<file path="src/rtl/dmem_ctrl.sv">
`default_nettype none
// +--------------------------------------------------------------------------+
// | dmem_ctrl: MEM-stage data-memory controller (ld/st, RMW, misalign flag).  |
// | Build option: DMEM_SUBWORD_EN enables byte/half loads and RMW stores.     |
// | Revision: 1.0                                                            |
// +--------------------------------------------------------------------------+
module dmem_ctrl #(
  parameter int RAM_WIDTH  = 32,
  parameter int ADDR_W     = 11,
  parameter int RD_LATENCY = 2
) (
  input  logic                 i_clk,
  input  logic                 i_rst_n,
  input  logic                 i_req_valid,
  input  logic                 i_req_we,
  input  logic [1:0]           i_req_size,
  input  logic                 i_req_signed,
  input  logic [31:0]          i_req_addr,
  input  logic [RAM_WIDTH-1:0] i_req_wdata,
  output logic                 o_ready,
  output logic [RAM_WIDTH-1:0] o_rdata,
  output logic                 o_rdata_valid,
  output logic                 o_misaligned,
  output logic [ADDR_W-1:0]    o_ram_addra,
  output logic [RAM_WIDTH-1:0] o_ram_dina,
  output logic                 o_ram_wea,
  output logic                 o_ram_ena,
  output logic                 o_ram_regcea,
  output logic                 o_ram_rsta,
  input  logic [RAM_WIDTH-1:0] i_ram_douta
);

  localparam logic [2:0] S_IDLE  = 3'd0;
  localparam logic [2:0] S_READ  = 3'd1;
  localparam logic [2:0] S_WAIT  = 3'd2;
  localparam logic [2:0] S_WRITE = 3'd3;
  localparam logic [2:0] S_DONE  = 3'd4;

  localparam logic [1:0] SZ_BYTE = 2'b00;
  localparam logic [1:0] SZ_HALF = 2'b01;
  localparam logic [1:0] SZ_WORD = 2'b10;
  localparam logic [1:0] C_LAT   = 2'(RD_LATENCY);

  logic [2:0]           state_q, state_d;
  logic [1:0]           cnt_q, cnt_d;
  logic                 ready_q, ready_d;
  logic [RAM_WIDTH-1:0] rdata_q, rdata_d;
  logic                 rvalid_q, rvalid_d;
  logic                 mis_q, mis_d;
  logic [ADDR_W-1:0]    addr_q, addr_d;
  logic [RAM_WIDTH-1:0] dina_q, dina_d;
  logic                 wea_q, wea_d;
  logic                 ena_q, ena_d;
  logic                 regce_q, regce_d;
  logic                 rsta_q;
  logic                 w_mis;

  always_comb begin
    case (i_req_size)
`ifdef DMEM_SUBWORD_EN
      SZ_BYTE: w_mis = 1'b0;
      SZ_HALF: w_mis = i_req_addr[0];
`endif
      SZ_WORD: w_mis = |i_req_addr[1:0];
      default: w_mis = 1'b1;
    endcase
  end

`ifdef DMEM_SUBWORD_EN
  logic                 we_q, we_d;
  logic [1:0]           size_q, size_d;
  logic                 signed_q, signed_d;
  logic [1:0]           lane_q, lane_d;
  logic [7:0]           w_byte;
  logic [15:0]          w_half;
  logic [RAM_WIDTH-1:0] w_load_ext;
  logic [RAM_WIDTH-1:0] w_merged;
  logic                 w_unused_addr;

  assign w_unused_addr = ^i_req_addr[31:ADDR_W+2];

  // Lane extraction for loads and lane insertion for the RMW write-back.
  always_comb begin
    w_byte   = i_ram_douta[8*lane_q +: 8];
    w_half   = i_ram_douta[16*lane_q[1] +: 16];
    w_merged = i_ram_douta;
    case (size_q)
      SZ_BYTE: begin
        w_load_ext             = {{(RAM_WIDTH-8){signed_q & w_byte[7]}}, w_byte};
        w_merged[8*lane_q +: 8] = dina_q[7:0];
      end
      SZ_HALF: begin
        w_load_ext                   = {{(RAM_WIDTH-16){signed_q & w_half[15]}}, w_half};
        w_merged[16*lane_q[1] +: 16] = dina_q[15:0];
      end
      default: w_load_ext = i_ram_douta;
    endcase
  end

  always_ff @(posedge i_clk or negedge i_rst_n) begin
    if (!i_rst_n) begin
      we_q     <= 1'b0;
      size_q   <= 2'b00;
      signed_q <= 1'b0;
      lane_q   <= 2'b00;
    end else begin
      we_q     <= we_d;
      size_q   <= size_d;
      signed_q <= signed_d;
      lane_q   <= lane_d;
    end
  end
`else
  logic w_unused_bits;

  assign w_unused_bits = ^{i_req_addr[31:ADDR_W+2], i_req_signed};
`endif

  always_comb begin
    state_d  = state_q;
    cnt_d    = cnt_q;
    ready_d  = ready_q;
    rdata_d  = rdata_q;
    addr_d   = addr_q;
    dina_d   = dina_q;
    rvalid_d = 1'b0;
    mis_d    = 1'b0;
    wea_d    = 1'b0;
    ena_d    = 1'b0;
    regce_d  = 1'b0;
`ifdef DMEM_SUBWORD_EN
    we_d     = we_q;
    size_d   = size_q;
    signed_d = signed_q;
    lane_d   = lane_q;
`endif
    case (state_q)
      S_IDLE: begin
        if (i_req_valid) begin
          addr_d = i_req_addr[ADDR_W+1:2];
          dina_d = i_req_wdata;
`ifdef DMEM_SUBWORD_EN
          we_d     = i_req_we;
          size_d   = i_req_size;
          signed_d = i_req_signed;
          lane_d   = i_req_addr[1:0];
`endif
          if (w_mis) begin
            mis_d = 1'b1;
          end else begin
            ready_d = 1'b0;
            if (i_req_we && i_req_size == SZ_WORD) begin
              state_d = S_WRITE;
              wea_d   = 1'b1;
            end else begin
              state_d = S_READ;
              ena_d   = 1'b1;
            end
          end
        end
      end
      S_READ: begin
        state_d = S_WAIT;
        cnt_d   = C_LAT;
        regce_d = 1'b1;
      end
      S_WAIT: begin
        cnt_d = cnt_q - 2'd1;
        // Last wait cycle: RAM output is valid now and gets captured.
        if (cnt_q == 2'd1) begin
`ifdef DMEM_SUBWORD_EN
          if (we_q) begin
            dina_d  = w_merged;
            wea_d   = 1'b1;
            state_d = S_WRITE;
          end else begin
            rdata_d  = w_load_ext;
            rvalid_d = 1'b1;
            state_d  = S_DONE;
          end
`else
          rdata_d  = i_ram_douta;
          rvalid_d = 1'b1;
          state_d  = S_DONE;
`endif
        end else begin
          regce_d = 1'b1;
        end
      end
      S_WRITE, S_DONE: begin
        state_d = S_IDLE;
        ready_d = 1'b1;
      end
      default: begin
        state_d = S_IDLE;
        ready_d = 1'b1;
      end
    endcase
  end

  always_ff @(posedge i_clk or negedge i_rst_n) begin
    if (!i_rst_n) begin
      state_q  <= S_IDLE;
      cnt_q    <= 2'd0;
      ready_q  <= 1'b1;
      rdata_q  <= '0;
      rvalid_q <= 1'b0;
      mis_q    <= 1'b0;
      addr_q   <= '0;
      dina_q   <= '0;
      wea_q    <= 1'b0;
      ena_q    <= 1'b0;
      regce_q  <= 1'b0;
      rsta_q   <= 1'b1;
    end else begin
      state_q  <= state_d;
      cnt_q    <= cnt_d;
      ready_q  <= ready_d;
      rdata_q  <= rdata_d;
      rvalid_q <= rvalid_d;
      mis_q    <= mis_d;
      addr_q   <= addr_d;
      dina_q   <= dina_d;
      wea_q    <= wea_d;
      ena_q    <= ena_d;
      regce_q  <= regce_d;
      rsta_q   <= 1'b0;
    end
  end

  assign o_ready       = ready_q;
  assign o_rdata       = rdata_q;
  assign o_rdata_valid = rvalid_q;
  assign o_misaligned  = mis_q;
  assign o_ram_addra   = addr_q;
  assign o_ram_dina    = dina_q;
  assign o_ram_wea     = wea_q;
  assign o_ram_ena     = ena_q;
  assign o_ram_regcea  = regce_q;
  assign o_ram_rsta    = rsta_q;

endmodule
`default_nettype wire

</file>
<file path="config.mk">
export PLATFORM = sky130hd
export DESIGN_NAME = dmem_ctrl
export DESIGN_NICKNAME = d
export VERILOG_FILES = /design/src/rtl/dmem_ctrl.sv
export SDC_FILE = /design/constraint.sdc
export NUM_CORES = 1
export LEC_CHECK = 0
export BUFFER_PORTS_ARGS = -buffer_cell sky130_fd_sc_hd__buf_2
export CORE_ASPECT_RATIO = 1.1
export CORE_MARGIN = 2
export CORE_UTILIZATION = 40
export CTS_BUF_LIST = sky130_fd_sc_hd__clkbuf_8
export CTS_CLUSTER_DIAMETER = 150
export DETAILED_ROUTE_END_ITERATION = 16
export PLACE_DENSITY = 0.85
export SLEW_MARGIN = 10
export SYNTH_ARGS = -nofsm -noshare
export SYNTH_HDL_FRONTEND = slang
export SYNTH_SLANG_ARGS = --single-unit
</file>
<file path="constraint.sdc">
create_clock -name i_clk -period 2.4 [get_ports i_clk]
set_clock_uncertainty 0.2 [all_clocks]
set_input_delay 0.48 -clock i_clk [delete_from_list [all_inputs] [get_ports i_clk]]
set_output_delay 0.48 -clock i_clk [all_outputs]
set_load 0.02 [all_outputs]
</file>
After elaboration in Yosys (flattened, before gate mapping)
Cells that the tools add are included. Widths: inputs -> output; s select.

Output and inout port bits: 82. Bits in registers: 87. Input bits: 103.

Mux-type cells: 25. Reductions and logical operators: 9. Add/subtract/negate cells: 1. Bitwise operators: 1. Equal/unequal tests: 7.

Operators by type and width (count): $mux 1 (17); $mux 3 (3); $pmux 3 s3 (1); $ne 2x2->1 const B (3); $reduce_and 3->1 (2); $pmux 1 s2 (2); $pmux 2 s2 (1); $reduce_and 2->1 (2); $reduce_or 2->1 (2); $eq 3x1->1 const B (1); $eq 3x2->1 const B (1); $logic_not 3->1 (1); $eq 2x1->1 const B (1); $eq 2x2->1 const B (1); $mux 2 (1); $reduce_bool 2->1 (1); $sub 2x1->2 const B (1); $logic_and 1x1->1 (1); $not 1->1 (1).

Logic depth before layout (Yosys ltp)
Depth after elaboration: 6. Mapped depth: 6. Depth with buffers taken out: 5.

Least setup slack after synthesis
Ideal clock, no wire load.

Kind: register to register. Start point: reg cnt_q[1]. End point: reg rdata_q[10], in the netlist o_rdata[10]. Clock period less this slack: 1747 ps. Arrival time: 1423 ps. Data required time: 2075 ps. Setup time: 125 ps. Path buffers: 1. Setup slack: 653 ps. Stages on the path, launching flop included: 7. Cell sequence: dfrtp_1 > inv_1 > ha_1 > nand2_1 > nor3_4 > buf_6 > mux2_2.

Longest elaborated chain between the ends: 2.

Ends and longest elaborated chain: start, declared (RTL line 45) `logic [1:0] cnt_q, cnt_d;`; start signal, assigned (RTL line 217) `cnt_q <= cnt_d;`; $eq 2x1->1 (RTL line 170) `if (cnt_q == 2'd1) begin`; $reduce_and 2->1 (no source line); end signal, assigned (RTL line 219) `rdata_q <= rdata_d;`; end, declared (RTL line 47) `logic [RAM_WIDTH-1:0] rdata_q, rdata_d;`.

No other way between the ends. A chain may end at the register's enable or synchronous reset.

Worst setup path after layout
Start point: reg cnt_q[1]. End point: reg rdata_q[16], in the netlist o_rdata[16].

The elaborated chain is that of the path after synthesis.

==> impl_metrics.json <==
{
  "outcome": "completed",
  "final_nets": 476,
  "hold-path-endpoint": "o_ram_ena$_DFF_PN0_",
  "synth_edf_count": 0,
  "max_freq_ghz": 0.513,
  "syn_nets": 306,
  "combPwrFrac_pct": 17.1,
  "critPathArrivalTime_ns": 1.97,
  "syn_to_final_growth_pct": 34.9,
  "diodes": 0,
  "holdWs_ns": 0.141,
  "setup_viol": 0,
  "r2r_end": "o_rdata[16]$_DFFE_PN0P_",
  "cts_buffer_depth": 2,
  "num-fill-cells": 658,
  "p_per_area_mw_per_mm2": 722,
  "yosysWarnings": 0,
  "layoutNonFillerInstCount": 485,
  "post_cts_buffers": 0,
  "avgSynthCellArea_um2": 16.3,
  "wl_met1_mm": 2.72,
  "ys_types": 27,
  "path_class": "reg -> reg",
  "switching_share_pct": 27.1,
  "p_int_mw": 2.34,
  "cap_violations": 0,
  "end_kind": "flop",
  "wl_met3_um": 313,
  "clockRootBuffer": "clkbuf_8",
  "antenna_left": 0,
  "die_h_um": 99.3,
  "grt_pass1_vias": 2339,
  "worstSetupStartpointType": "flop",
  "ys_async_sr_fraction_pct": 100,
  "met2_length_mm": 3.84,
  "drt-total-wl_mm": 7.03,
  "synth_cells": 202,
  "wl_per_cell_um": 14.5,
  "clkPwrFrac_pct": 31.5,
  "drc_errors": 0,
  "ir_worst_vdd_uv": 312,
  "grt_start_max_net_pins": 53,
  "ys_ff_latch": 87,
  "reg2regPathDepth": 6,
  "core_area_mm2": 0.00796,
  "leakagePower_nw": 2.37,
  "rsz0062_at_grt": "false",
  "clk_pin_slew_ns": 0.08,
  "top_layer_used": "met4",
  "p_seq_share_pct": 51.4,
  "switchingPower_uw": 872,
  "min_period_ns": 1.95,
  "setup_ws_ns": 0.449,
  "grt_pass1_wl_mm": 11.4,
  "drtIter0Drc": 58,
  "grt-ovfl-total": 0,
  "insertion_delay_ns": 0.34,
  "globalplace.congestion": 0.734,
  "r2r-start": "cnt_q[1]$_DFFE_PN0P_",
  "hold_viol": 0,
  "min_from": "i_req_we",
  "maxSlewViolCount": 0,
  "drive_gt1_share_pct": 69.0,
  "hold_class": "in -> reg",
  "synth_flop_cell": "dfrtp_1",
  "holdPathStages": 2,
  "fin_crit_sh_pct": 81.3,
  "fin_setup_tns_ns": 0,
  "drt-pass1-iter-count": 4,
  "required_ns": 2.42,
  "dieArea_mm2": 0.00899,
  "viasPerCell": 4.70,
  "antenna_found_initial": 0,
  "port_buffers": 164,
  "yosysSeqAreaShare_pct": 66.0,
  "cts_made_buffers": 9,
  "fp.dieW_um": 90.6,
  "clock_sinks": 87,
  "htreeDepth": 3,
  "placed_cells": 468,
  "io_pins": 185,
  "track_usage_pct": 16.0,
  "initial_core_util_pct": 41.5,
  "regToRegSetupSlack_ns": 0.45,
  "rows": 34,
  "dp_hpwl_mm": 5.28,
  "path_max_fanout": 33,
  "synthesis.area_mm2": 0.00330,
  "cts_tree": "yes",
  "pre_cts_ws_ns": 0.457,
  "vias": 2280
}
[routing by layer]
metal | vias up | track usage (%)
met4 | 0 | 7.81
li1 | 1052 | -
met5 | - | 0
met3 | 15 | 2.50
met2 | 82 | 29.0
met1 | 1131 | 18.5
[what timing repair did]
item | CTS | global route
endpoints found under the hold margin | 34 | 0
gates resized for setup | 0 | 0
hold buffers | 1 | 0
[power groups by stage]
stage               Clock, mW  Sequential (mW)  Combinational [mW]
floorplan                   0             1.82               0.164
finish                   1.01             1.65               0.549
global placement            0             1.67               0.539
global route             1.10             1.67               0.590
CTS                      1.05             1.65               0.559
detailed placement          0             1.68               0.556
[sequential cells by signal (all words and copies together) (netlist names)]
name / count
cnt_q: 2
o_misaligned: 1
o_ram_addra: 11
o_ram_dina: 32
o_ram_ena: 1
o_ram_regcea: 1
o_ram_rsta: 1
o_ram_wea: 1
o_rdata: 32
o_rdata_valid: 1
o_ready: 1
state_q: 3
[layout by cell type (no fill, tap or decap), types with 2 or more instances in the layout]
cell type / synthesis / routed
dfstp_2: 2 / 2
dfrtp_1: 85 / 85
nor3_1: 3 / 3
o21ai_0: 2 / 2
clkbuf_8: 0 / 10
clkinvlp_4: 0 / 2
mux2_2: 74 / 74
buf_4: 5 / 3
nor2b_1: 2 / 2
a211oi_1: 2 / 2
nor2_1: 4 / 4
inv_1: 2 / 4
buf_12: 0 / 2
a21oi_1: 3 / 3
buf_2: 1 / 163
[cell families (layout without fill, tap and decap cells)]
| family | count (synthesis) | in the layout | synth area share [%] |
|---|---|---|---|
| AND/OR/NAND/NOR | 17 | 17 | 3.49 |
| flip-flops | 87 | 87 | 66.0 |
| other | 1 | 1 | 0.114 |
| multiplexers | 75 | 75 | 25.6 |
| AO/OA/AOI/OAI | 9 | 9 | 1.74 |
| buffers and inverters | 12 | 187 | 2.65 |
| adder cells (fa/ha/maj) | 1 | 1 | 0.379 |
[worst max path at each step]
stage	endpoint	from	slack [ns]
global placement	o_rdata[7]$_DFFE_PN0P_	cnt_q[1]$_DFFE_PN0P_	0.53
global route	o_rdata[14]$_DFFE_PN0P_	cnt_q[1]$_DFFE_PN0P_	0.31
finish	o_rdata[16]$_DFFE_PN0P_	cnt_q[1]$_DFFE_PN0P_	0.45
detailed placement	o_rdata[20]$_DFFE_PN0P_	cnt_q[1]$_DFFE_PN0P_	0.46
CTS	o_rdata[1]$_DFFE_PN0P_	cnt_q[1]$_DFFE_PN0P_	0.45
floorplan	o_rdata[10]$_DFFE_PN0P_	cnt_q[1]$_DFFE_PN0P_	0.65
[area by class of cell]
cell class | count | area (um^2) | share of cell area (%)
clock buffer | 10 | 138 | 3.09
clock inverter | 6 | 61.3 | 1.38
inverter | 2 | 7.51 | 0.169
multi-input combinational | 103 | 1040 | 23.4
sequential | 87 | 2180 | 49.0
tap | 108 | 135 | 3.04
timing repair buffer | 169 | 888 | 20.0
[synth_stat cells (2+ instances only)]
library cell	n	area share [%]
a211oi_1	2	0.45
dfrtp_1	85	64
nor3_1	3	0.45
o21ai_0	2	0.30
buf_4	5	1.1
nor2b_1	2	0.38
mux2_2	74	25
buf_6	3	1.0
dfstp_2	2	1.6
nor2_1	4	0.45
inv_1	2	0.23
a21oi_1	3	0.45
[stage by stage]
stage	util, %	total power, mW	instance area (um^2)
final	56.0	3.21	4450
after global routing	56.0	3.36	4450
after CTS	56.0	3.26	4450
after detailed placement	53.3	2.24	4240
after global placement	53.3	2.21	4240
after floorplan	-	1.98	3300
[worst max-delay path, cell delays in order, from the launching register on]
cell	delay (ns)
dfrtp_1	0.39
inv_1	0.08
ha_1	0.16
nand2_1	0.10
nor3_4	0.12
buf_4	0.39
mux2_2	0.39
Note: power is estimated with default switching activity, not from simulation.
